[src/rtl/mips_pkg.sv]
// Shared encodings for the multicycle MIPS control path: opcodes, ALU/mux selects, FSM states.
package mips_pkg;

  localparam int unsigned OP_W = 6;

  localparam logic [OP_W-1:0] OP_R    = 6'b000000;
  localparam logic [OP_W-1:0] OP_LW   = 6'b100011;
  localparam logic [OP_W-1:0] OP_SW   = 6'b101011;
  localparam logic [OP_W-1:0] OP_BEQ  = 6'b000100;
  localparam logic [OP_W-1:0] OP_BNE  = 6'b000101;
  localparam logic [OP_W-1:0] OP_BGTZ = 6'b000111;
  localparam logic [OP_W-1:0] OP_ADDI = 6'b001000;
  localparam logic [OP_W-1:0] OP_J    = 6'b000010;

  localparam logic [1:0] ALU_ADD   = 2'b00;
  localparam logic [1:0] ALU_SUB   = 2'b01;
  localparam logic [1:0] ALU_FUNCT = 2'b10;

  localparam logic [1:0] SRC_B_REG    = 2'b00;
  localparam logic [1:0] SRC_B_FOUR   = 2'b01;
  localparam logic [1:0] SRC_B_IMM    = 2'b10;
  localparam logic [1:0] SRC_B_IMM_SH = 2'b11;

  localparam logic [1:0] PC_SRC_ALU    = 2'b00;
  localparam logic [1:0] PC_SRC_ALUOUT = 2'b01;
  localparam logic [1:0] PC_SRC_JUMP   = 2'b10;

  typedef enum logic [3:0] {
    StRst,
    StFetch,
    StDecode,
    StMemAddr,
    StMemRd,
    StMemWb,
    StMemWr,
    StREx,
    StRWb,
    StIEx,
    StIWb,
    StBranch,
    StJump
  } state_e;

endpackage

[src/rtl/multicycle_control_if.sv]
// Control <-> datapath/memory signal bundle for the multicycle controller.
interface multicycle_control_if;
  import mips_pkg::*;

  logic [OP_W-1:0] opcode;
  logic            alu_zero;
  logic            alu_neg;
  logic            mem_ready;
  logic            mem_req;
  logic            mem_write;
  logic            iord;
  logic            ir_write;
  logic            pc_en;
  logic [1:0]      pc_source;
  logic [1:0]      alu_op;
  logic            alu_src_a;
  logic [1:0]      alu_src_b;
  logic            reg_write;
  logic            reg_dst;
  logic            mem_to_reg;
  logic            instr_done;
  logic            illegal_op;

  modport master (
    input  opcode, alu_zero, alu_neg, mem_ready,
    output mem_req, mem_write, iord, ir_write, pc_en, pc_source, alu_op, alu_src_a,
           alu_src_b, reg_write, reg_dst, mem_to_reg, instr_done, illegal_op
  );

  modport slave (
    output opcode, alu_zero, alu_neg, mem_ready,
    input  mem_req, mem_write, iord, ir_write, pc_en, pc_source, alu_op, alu_src_a,
           alu_src_b, reg_write, reg_dst, mem_to_reg, instr_done, illegal_op
  );
endinterface

[src/rtl/branch_cond.sv]
// Branch-taken decision from the captured opcode and ALU flags.
module branch_cond
  import mips_pkg::*;
(
  input  logic [OP_W-1:0] opcode_i,
  input  logic            alu_zero_i,
  input  logic            alu_neg_i,
  output logic            taken_o
);

  always_comb begin
    taken_o = 1'b0;
    case (opcode_i)
      OP_BEQ:  taken_o = alu_zero_i;
      OP_BNE:  taken_o = ~alu_zero_i;
      // rt is $0, so the ALU result is rs itself
      OP_BGTZ: taken_o = ~alu_zero_i & ~alu_neg_i;
      default: taken_o = 1'b0;
    endcase
  end

endmodule

[src/rtl/multicycle_control.sv]
// Main multicycle MIPS control FSM: fetch/decode/execute/memory/writeback sequencing.
module multicycle_control
  import mips_pkg::*;
(
  input logic                 clk,
  input logic                 reset_n,
  multicycle_control_if.master bus
);

  state_e          state_q, state_d;
  logic [OP_W-1:0] opcode_q;
  logic            taken;

  always_ff @(posedge clk or negedge reset_n) begin
    if (!reset_n) begin
      state_q  <= StRst;
      opcode_q <= '0;
    end else begin
      state_q <= state_d;
      if (state_q == StDecode) opcode_q <= bus.opcode;
    end
  end

  branch_cond u_branch_cond (
    .opcode_i   (opcode_q),
    .alu_zero_i (bus.alu_zero),
    .alu_neg_i  (bus.alu_neg),
    .taken_o    (taken)
  );

  always_comb begin
    state_d = state_q;
    unique case (state_q)
      StRst:     state_d = StFetch;
      StFetch:   if (bus.mem_ready) state_d = StDecode;
      StDecode: begin
        case (bus.opcode)
          OP_LW, OP_SW:              state_d = StMemAddr;
          OP_R:                      state_d = StREx;
          OP_ADDI:                   state_d = StIEx;
          OP_BEQ, OP_BNE, OP_BGTZ:   state_d = StBranch;
          OP_J:                      state_d = StJump;
          default:                   state_d = StFetch;
        endcase
      end
      StMemAddr: state_d = (opcode_q == OP_SW) ? StMemWr : StMemRd;
      StMemRd:   if (bus.mem_ready) state_d = StMemWb;
      StMemWr:   if (bus.mem_ready) state_d = StFetch;
      StREx:     state_d = StRWb;
      StIEx:     state_d = StIWb;
      StMemWb, StRWb, StIWb, StBranch, StJump: state_d = StFetch;
      default:   state_d = StRst;
    endcase
  end

  always_comb begin
    bus.mem_req    = 1'b0;
    bus.mem_write  = 1'b0;
    bus.iord       = 1'b0;
    bus.ir_write   = 1'b0;
    bus.pc_en      = 1'b0;
    bus.pc_source  = PC_SRC_ALU;
    bus.alu_op     = ALU_ADD;
    bus.alu_src_a  = 1'b0;
    bus.alu_src_b  = SRC_B_REG;
    bus.reg_write  = 1'b0;
    bus.reg_dst    = 1'b0;
    bus.mem_to_reg = 1'b0;
    bus.instr_done = 1'b0;
    bus.illegal_op = 1'b0;
    unique case (state_q)
      StFetch: begin
        bus.mem_req   = 1'b1;
        bus.alu_src_b = SRC_B_FOUR;
        bus.ir_write  = bus.mem_ready;
        bus.pc_en     = bus.mem_ready;
      end
      StDecode: begin
        bus.alu_src_b = SRC_B_IMM_SH;
        case (bus.opcode)
          OP_R, OP_LW, OP_SW, OP_BEQ, OP_BNE, OP_BGTZ, OP_ADDI, OP_J: ;
          default: begin
            bus.illegal_op = 1'b1;
            bus.instr_done = 1'b1;
          end
        endcase
      end
      StMemAddr, StIEx: begin
        bus.alu_src_a = 1'b1;
        bus.alu_src_b = SRC_B_IMM;
      end
      StMemRd: begin
        bus.mem_req = 1'b1;
        bus.iord    = 1'b1;
      end
      StMemWb: begin
        bus.reg_write  = 1'b1;
        bus.mem_to_reg = 1'b1;
        bus.instr_done = 1'b1;
      end
      StMemWr: begin
        bus.mem_req    = 1'b1;
        bus.mem_write  = 1'b1;
        bus.iord       = 1'b1;
        bus.instr_done = bus.mem_ready;
      end
      StREx: begin
        bus.alu_src_a = 1'b1;
        bus.alu_op    = ALU_FUNCT;
      end
      StRWb: begin
        bus.reg_write  = 1'b1;
        bus.reg_dst    = 1'b1;
        bus.instr_done = 1'b1;
      end
      StIWb: begin
        bus.reg_write  = 1'b1;
        bus.instr_done = 1'b1;
      end
      StBranch: begin
        bus.alu_src_a  = 1'b1;
        bus.alu_op     = ALU_SUB;
        bus.pc_source  = PC_SRC_ALUOUT;
        bus.pc_en      = taken;
        bus.instr_done = 1'b1;
      end
      StJump: begin
        bus.pc_source  = PC_SRC_JUMP;
        bus.pc_en      = 1'b1;
        bus.instr_done = 1'b1;
      end
      default: ;
    endcase
  end

endmodule

[src/flat_wrapper.sv]
// flat-port wrapper written by rule: the top's interface ports become plain ports
module multicycle_control_flat import mips_pkg::*;
  (clk, reset_n, bus_opcode, bus_alu_zero, bus_alu_neg, bus_mem_ready, bus_mem_req, bus_mem_write, bus_iord, bus_ir_write, bus_pc_en, bus_pc_source, bus_alu_op, bus_alu_src_a, bus_alu_src_b, bus_reg_write, bus_reg_dst, bus_mem_to_reg, bus_instr_done, bus_illegal_op);
  multicycle_control_if bus_i ();
  input logic clk;
  input logic reset_n;
  input wire logic [$bits(bus_i.opcode)-1:0] bus_opcode;
  input wire logic [$bits(bus_i.alu_zero)-1:0] bus_alu_zero;
  input wire logic [$bits(bus_i.alu_neg)-1:0] bus_alu_neg;
  input wire logic [$bits(bus_i.mem_ready)-1:0] bus_mem_ready;
  output wire logic [$bits(bus_i.mem_req)-1:0] bus_mem_req;
  output wire logic [$bits(bus_i.mem_write)-1:0] bus_mem_write;
  output wire logic [$bits(bus_i.iord)-1:0] bus_iord;
  output wire logic [$bits(bus_i.ir_write)-1:0] bus_ir_write;
  output wire logic [$bits(bus_i.pc_en)-1:0] bus_pc_en;
  output wire logic [$bits(bus_i.pc_source)-1:0] bus_pc_source;
  output wire logic [$bits(bus_i.alu_op)-1:0] bus_alu_op;
  output wire logic [$bits(bus_i.alu_src_a)-1:0] bus_alu_src_a;
  output wire logic [$bits(bus_i.alu_src_b)-1:0] bus_alu_src_b;
  output wire logic [$bits(bus_i.reg_write)-1:0] bus_reg_write;
  output wire logic [$bits(bus_i.reg_dst)-1:0] bus_reg_dst;
  output wire logic [$bits(bus_i.mem_to_reg)-1:0] bus_mem_to_reg;
  output wire logic [$bits(bus_i.instr_done)-1:0] bus_instr_done;
  output wire logic [$bits(bus_i.illegal_op)-1:0] bus_illegal_op;
  assign bus_i.opcode = bus_opcode;
  assign bus_i.alu_zero = bus_alu_zero;
  assign bus_i.alu_neg = bus_alu_neg;
  assign bus_i.mem_ready = bus_mem_ready;
  assign bus_mem_req = bus_i.mem_req;
  assign bus_mem_write = bus_i.mem_write;
  assign bus_iord = bus_i.iord;
  assign bus_ir_write = bus_i.ir_write;
  assign bus_pc_en = bus_i.pc_en;
  assign bus_pc_source = bus_i.pc_source;
  assign bus_alu_op = bus_i.alu_op;
  assign bus_alu_src_a = bus_i.alu_src_a;
  assign bus_alu_src_b = bus_i.alu_src_b;
  assign bus_reg_write = bus_i.reg_write;
  assign bus_reg_dst = bus_i.reg_dst;
  assign bus_mem_to_reg = bus_i.mem_to_reg;
  assign bus_instr_done = bus_i.instr_done;
  assign bus_illegal_op = bus_i.illegal_op;
  multicycle_control u_core (.clk(clk), .reset_n(reset_n), .bus(bus_i));
endmodule
[config.mk]
export PLATFORM = sky130hd
export DESIGN_NAME = multicycle_control_flat
export DESIGN_NICKNAME = d
export VERILOG_FILES = /design/src/rtl/mips_pkg.sv /design/src/rtl/multicycle_control_if.sv /design/src/rtl/branch_cond.sv /design/src/rtl/multicycle_control.sv /design/src/flat_wrapper.sv
export SDC_FILE = /design/constraint.sdc
export NUM_CORES = 1
export LEC_CHECK = 0
export CAP_MARGIN = 5
export CORE_AREA = 2 2 44 46
export CTS_BUF_LIST = sky130_fd_sc_hd__clkbuf_8
export DETAILED_ROUTE_END_ITERATION = 6
export DIE_AREA = 0 0 46 48
export HOLD_SLACK_MARGIN = 0.03
export PLACE_DENSITY = 0.83
export SYNTH_ARGS = -nofsm -noshare
export SYNTH_HDL_FRONTEND = slang
export SYNTH_HIERARCHICAL = 1
export SYNTH_SLANG_ARGS = --single-unit
[constraint.sdc]
create_clock -name clk -period 3.2 [get_ports clk]
set_input_delay 0.48 -clock clk [delete_from_list [all_inputs] [get_ports clk]]
set_output_delay 0.48 -clock clk [all_outputs]
set_load 0.05 [all_outputs]
==> impl_metrics.tcl <==
set metrics [dict create \
    outcome "finished clean" \
    synth_adder_area_share 0 \
    end_kind "primary output" \
    synth.area.mux_share 0.1101 \
    yosys_warnings 6 \
    min_from "u_core/opcode_q[5]$_DFFE_PN0P_" \
    ys_ff_latch 10 \
    synth_area_leaders "dfrtp_1 (31%), mux2_2 (9.8%), nand2b_1 (6.2%), nor2_1 (4.2%), a21boi_0 (3.7%)" \
    avgSynthCellArea_sq_um 8.678 \
    ant_nets 0 \
    fin_skew_ns 0.004030 \
    die_y_um 48 \
    slew_violations 0 \
    synth_most_common_cell "dfrtp_1" \
    synth_commonest_cells "dfrtp_1 (10), nor2_1 (9), nand2b_1 (8), mux2_2 (7), nand2_1 (7)" \
    drc_errors 0 \
    synth_top_cell_area_share 0.3101 \
    worstMarginPinSlew_ns 0.4993 \
    setup_violations 0 \
    die_x_um 46 \
    p_int_uw 554.3 \
    hold_buffers 0 \
    power_frac_comb 0.654 \
    fill_cells 135 \
    portBuffers 27 \
    sequentialPowerShare 0.236 \
    startpoint_type "input port" \
    design.core.area_sq_um 1689 \
    p_sw_uw 553.5 \
    drtIter0Drc 14 \
    holdPathStages 1 \
    syn_to_final_growth_pct 41.71 \
    fin_crit_sh 0.9019 \
    synth_xor_area_frac 0.01085 \
    gp_congestion 0.8172 \
    post-cts-setup-buffer-count 0 \
    cts_buffers 3 \
    relSlewSlack 0.6661 \
    finalPower_mw 1.108 \
    rsz0062_at_grt "false" \
    setup_tns_ns 0 \
    num_antenna_cells 0 \
    final_util 0.6770 \
    nets 135 \
    cts_tree "yes" \
    clkTransAtPathRegs_ns 0.04 \
    reg2reg_to "u_core/opcode_q[1]$_DFFE_PN0P_" \
    required_ns 2.72 \
    num_vias 830 \
    timing.reg2reg.setup_slack_ns 1.65 \
    dieArea_sq_um 2208 \
    post_cts_resized 0 \
    viasPerCell 5.971 \
    synth_cells 93 \
    grt_max_degree 15 \
    start_util 0.4778 \
    crit_type "input port to primary output" \
    row_count 15 \
    p_leak_nw 0.4469 \
    seq_area_frac_synth 0.3101 \
    reg2reg_depth 4 \
    p_sw_frac 0.4996 \
    routed_wl_mm 2.109 \
    hold_viol 0 \
    antenna_found_initial 0 \
    r2r-start "u_core/state_q[3]$_DFFE_PN0P_" \
    syn_nets 104 \
    drive_above_1_share 0.1393 \
    fin_crit_ns 2.886 \
    synth-simple-area-share 0.3085 \
    cts.path.max_buffers 2 \
    synth_top_family_by_area "simple AND/OR/NAND/NOR gates" \
    hpwl_mm 1.698 \
    htreeDepth 1 \
    grt_first_pass_wirelength_mm 3.312 \
    synth_compound_area_frac 0.2186 \
    synthFlopType "dfrtp_1" \
    yosysTopAreaCell "dfrtp_1" \
    fmax_mhz 346.5 \
    cts_sinks 10 \
    grt_overflow 0 \
    power.density_nw_per_um2 968.8 \
    p_clk_frac 0.111 \
    io_pins 28 \
    fin_ws_ns 0.3139 \
    cp.arrival_ns 2.41 \
    place_ws_ns 0.3169 \
    hold_path_end "u_core/opcode_q[5]$_DFFE_PN0P_" \
    synth_cell_types 40 \
    syn_area_sq_um 807.0 \
    hold_class "register to register" \
    path_max_fanout 7 \
    clockRootBuffer "clkbuf_8" \
    async_flop_share 1.000 \
    drtPass1Iterations 4 \
    grt_usage 0.2162 \
    grt_pass1_vias 761 \
    synth-edff-count 0 \
    ir_drop_uv 643.9 \
    wire_per_inst_um 15.17 \
    clk-insertion-delay-late_ns 0.23 \
    maxCapViolCount 0 \
]
==> layer usage <==
layer  GRT usage  wire length [um]  up-vias  part of all wire
met1      0.2407               883      393              0.42
met5           0                 0        -                 0
met3     0.02264                87        2             0.041
met4     0.08571                12        0            0.0057
li1            -                 -      405                 -
met2      0.4167              1126       30              0.53
==> kinds of logic after synthesis <==
group,after synthesis
multiplexers,8
buffers and inverters,7
AND/OR/NAND/NOR,43
XOR/XNOR,1
AO/OA/AOI/OAI,24
flip-flops,10
==> flip-flops by register name, indices dropped and copies added, names as in the netlist <==
name / flops
u_core/opcode_q: 6
u_core/state_q: 4
==> layout make-up <==
class	count	area [sq um]	share of cell area
timing repair buffer	31	300.3	0.2626
inverter	2	7.507	0.006565
sequential	10	250.2	0.2188
tap	17	21.27	0.01860
multi-input combinational	76	523.0	0.4573
clock buffer	3	41.29	0.03610
==> critical path, cell delays in order <==
cell             delay, ns
clkdlybuf4s50_1       0.53
nor4b_1               0.32
a21oi_1               0.07
nor3_1                0.21
o21ai_1               0.08
clkdlybuf4s50_1       0.72
==> worst max path at each step <==
| stage | from | end | cells past startpoint |
|---|---|---|---|
| 2_1_floorplan | u_core/state_q[3]$_DFFE_PN0P_ | bus_instr_done | 5 |
| 3_3_place_gp | bus_opcode[1] | bus_instr_done | 6 |
| 3_5_place_dp | bus_opcode[1] | bus_instr_done | 6 |
| 4_1_cts | bus_opcode[1] | bus_instr_done | 6 |
| 5_1_grt | bus_opcode[1] | bus_instr_done | 6 |
| 6_report | bus_opcode[1] | bus_instr_done | 6 |
==> cell usage in the layout (no fill, tap or decap), types with 2 or more instances in the layout <==
cell type,instances
nor2b_1,3
nand2_1,7
dfrtp_1,10
inv_1,2
clkbuf_8,3
nor3_1,4
mux2_2,7
and3_1,2
clkdlybuf4s50_1,27
buf_4,4
nand2b_1,8
a211o_1,2
nor2_1,9
o32ai_1,2
a21boi_0,4
a21oi_1,4
==> power by group through the flow <==
stage               combinational, mW  clock (mW)  sequential, mW
floorplan                       0.532           0           0.227
global placement                0.716           0           0.254
detailed placement              0.725           0           0.261
CTS                             0.726       0.126           0.260
global route                    0.776       0.132           0.271
finish                          0.724       0.123           0.261
==> metrics by stage <==
stage,instance area (sq um),cells,hold WS [ns]
finish,1144,139,0.5409
global route,1144,139,0.5489
CTS,1144,139,0.5468
detailed placement,1102,136,0.5373
global placement,1102,136,0.4978
floorplan,807.0,93,0.1844
(Power assumes the default switching activity.)
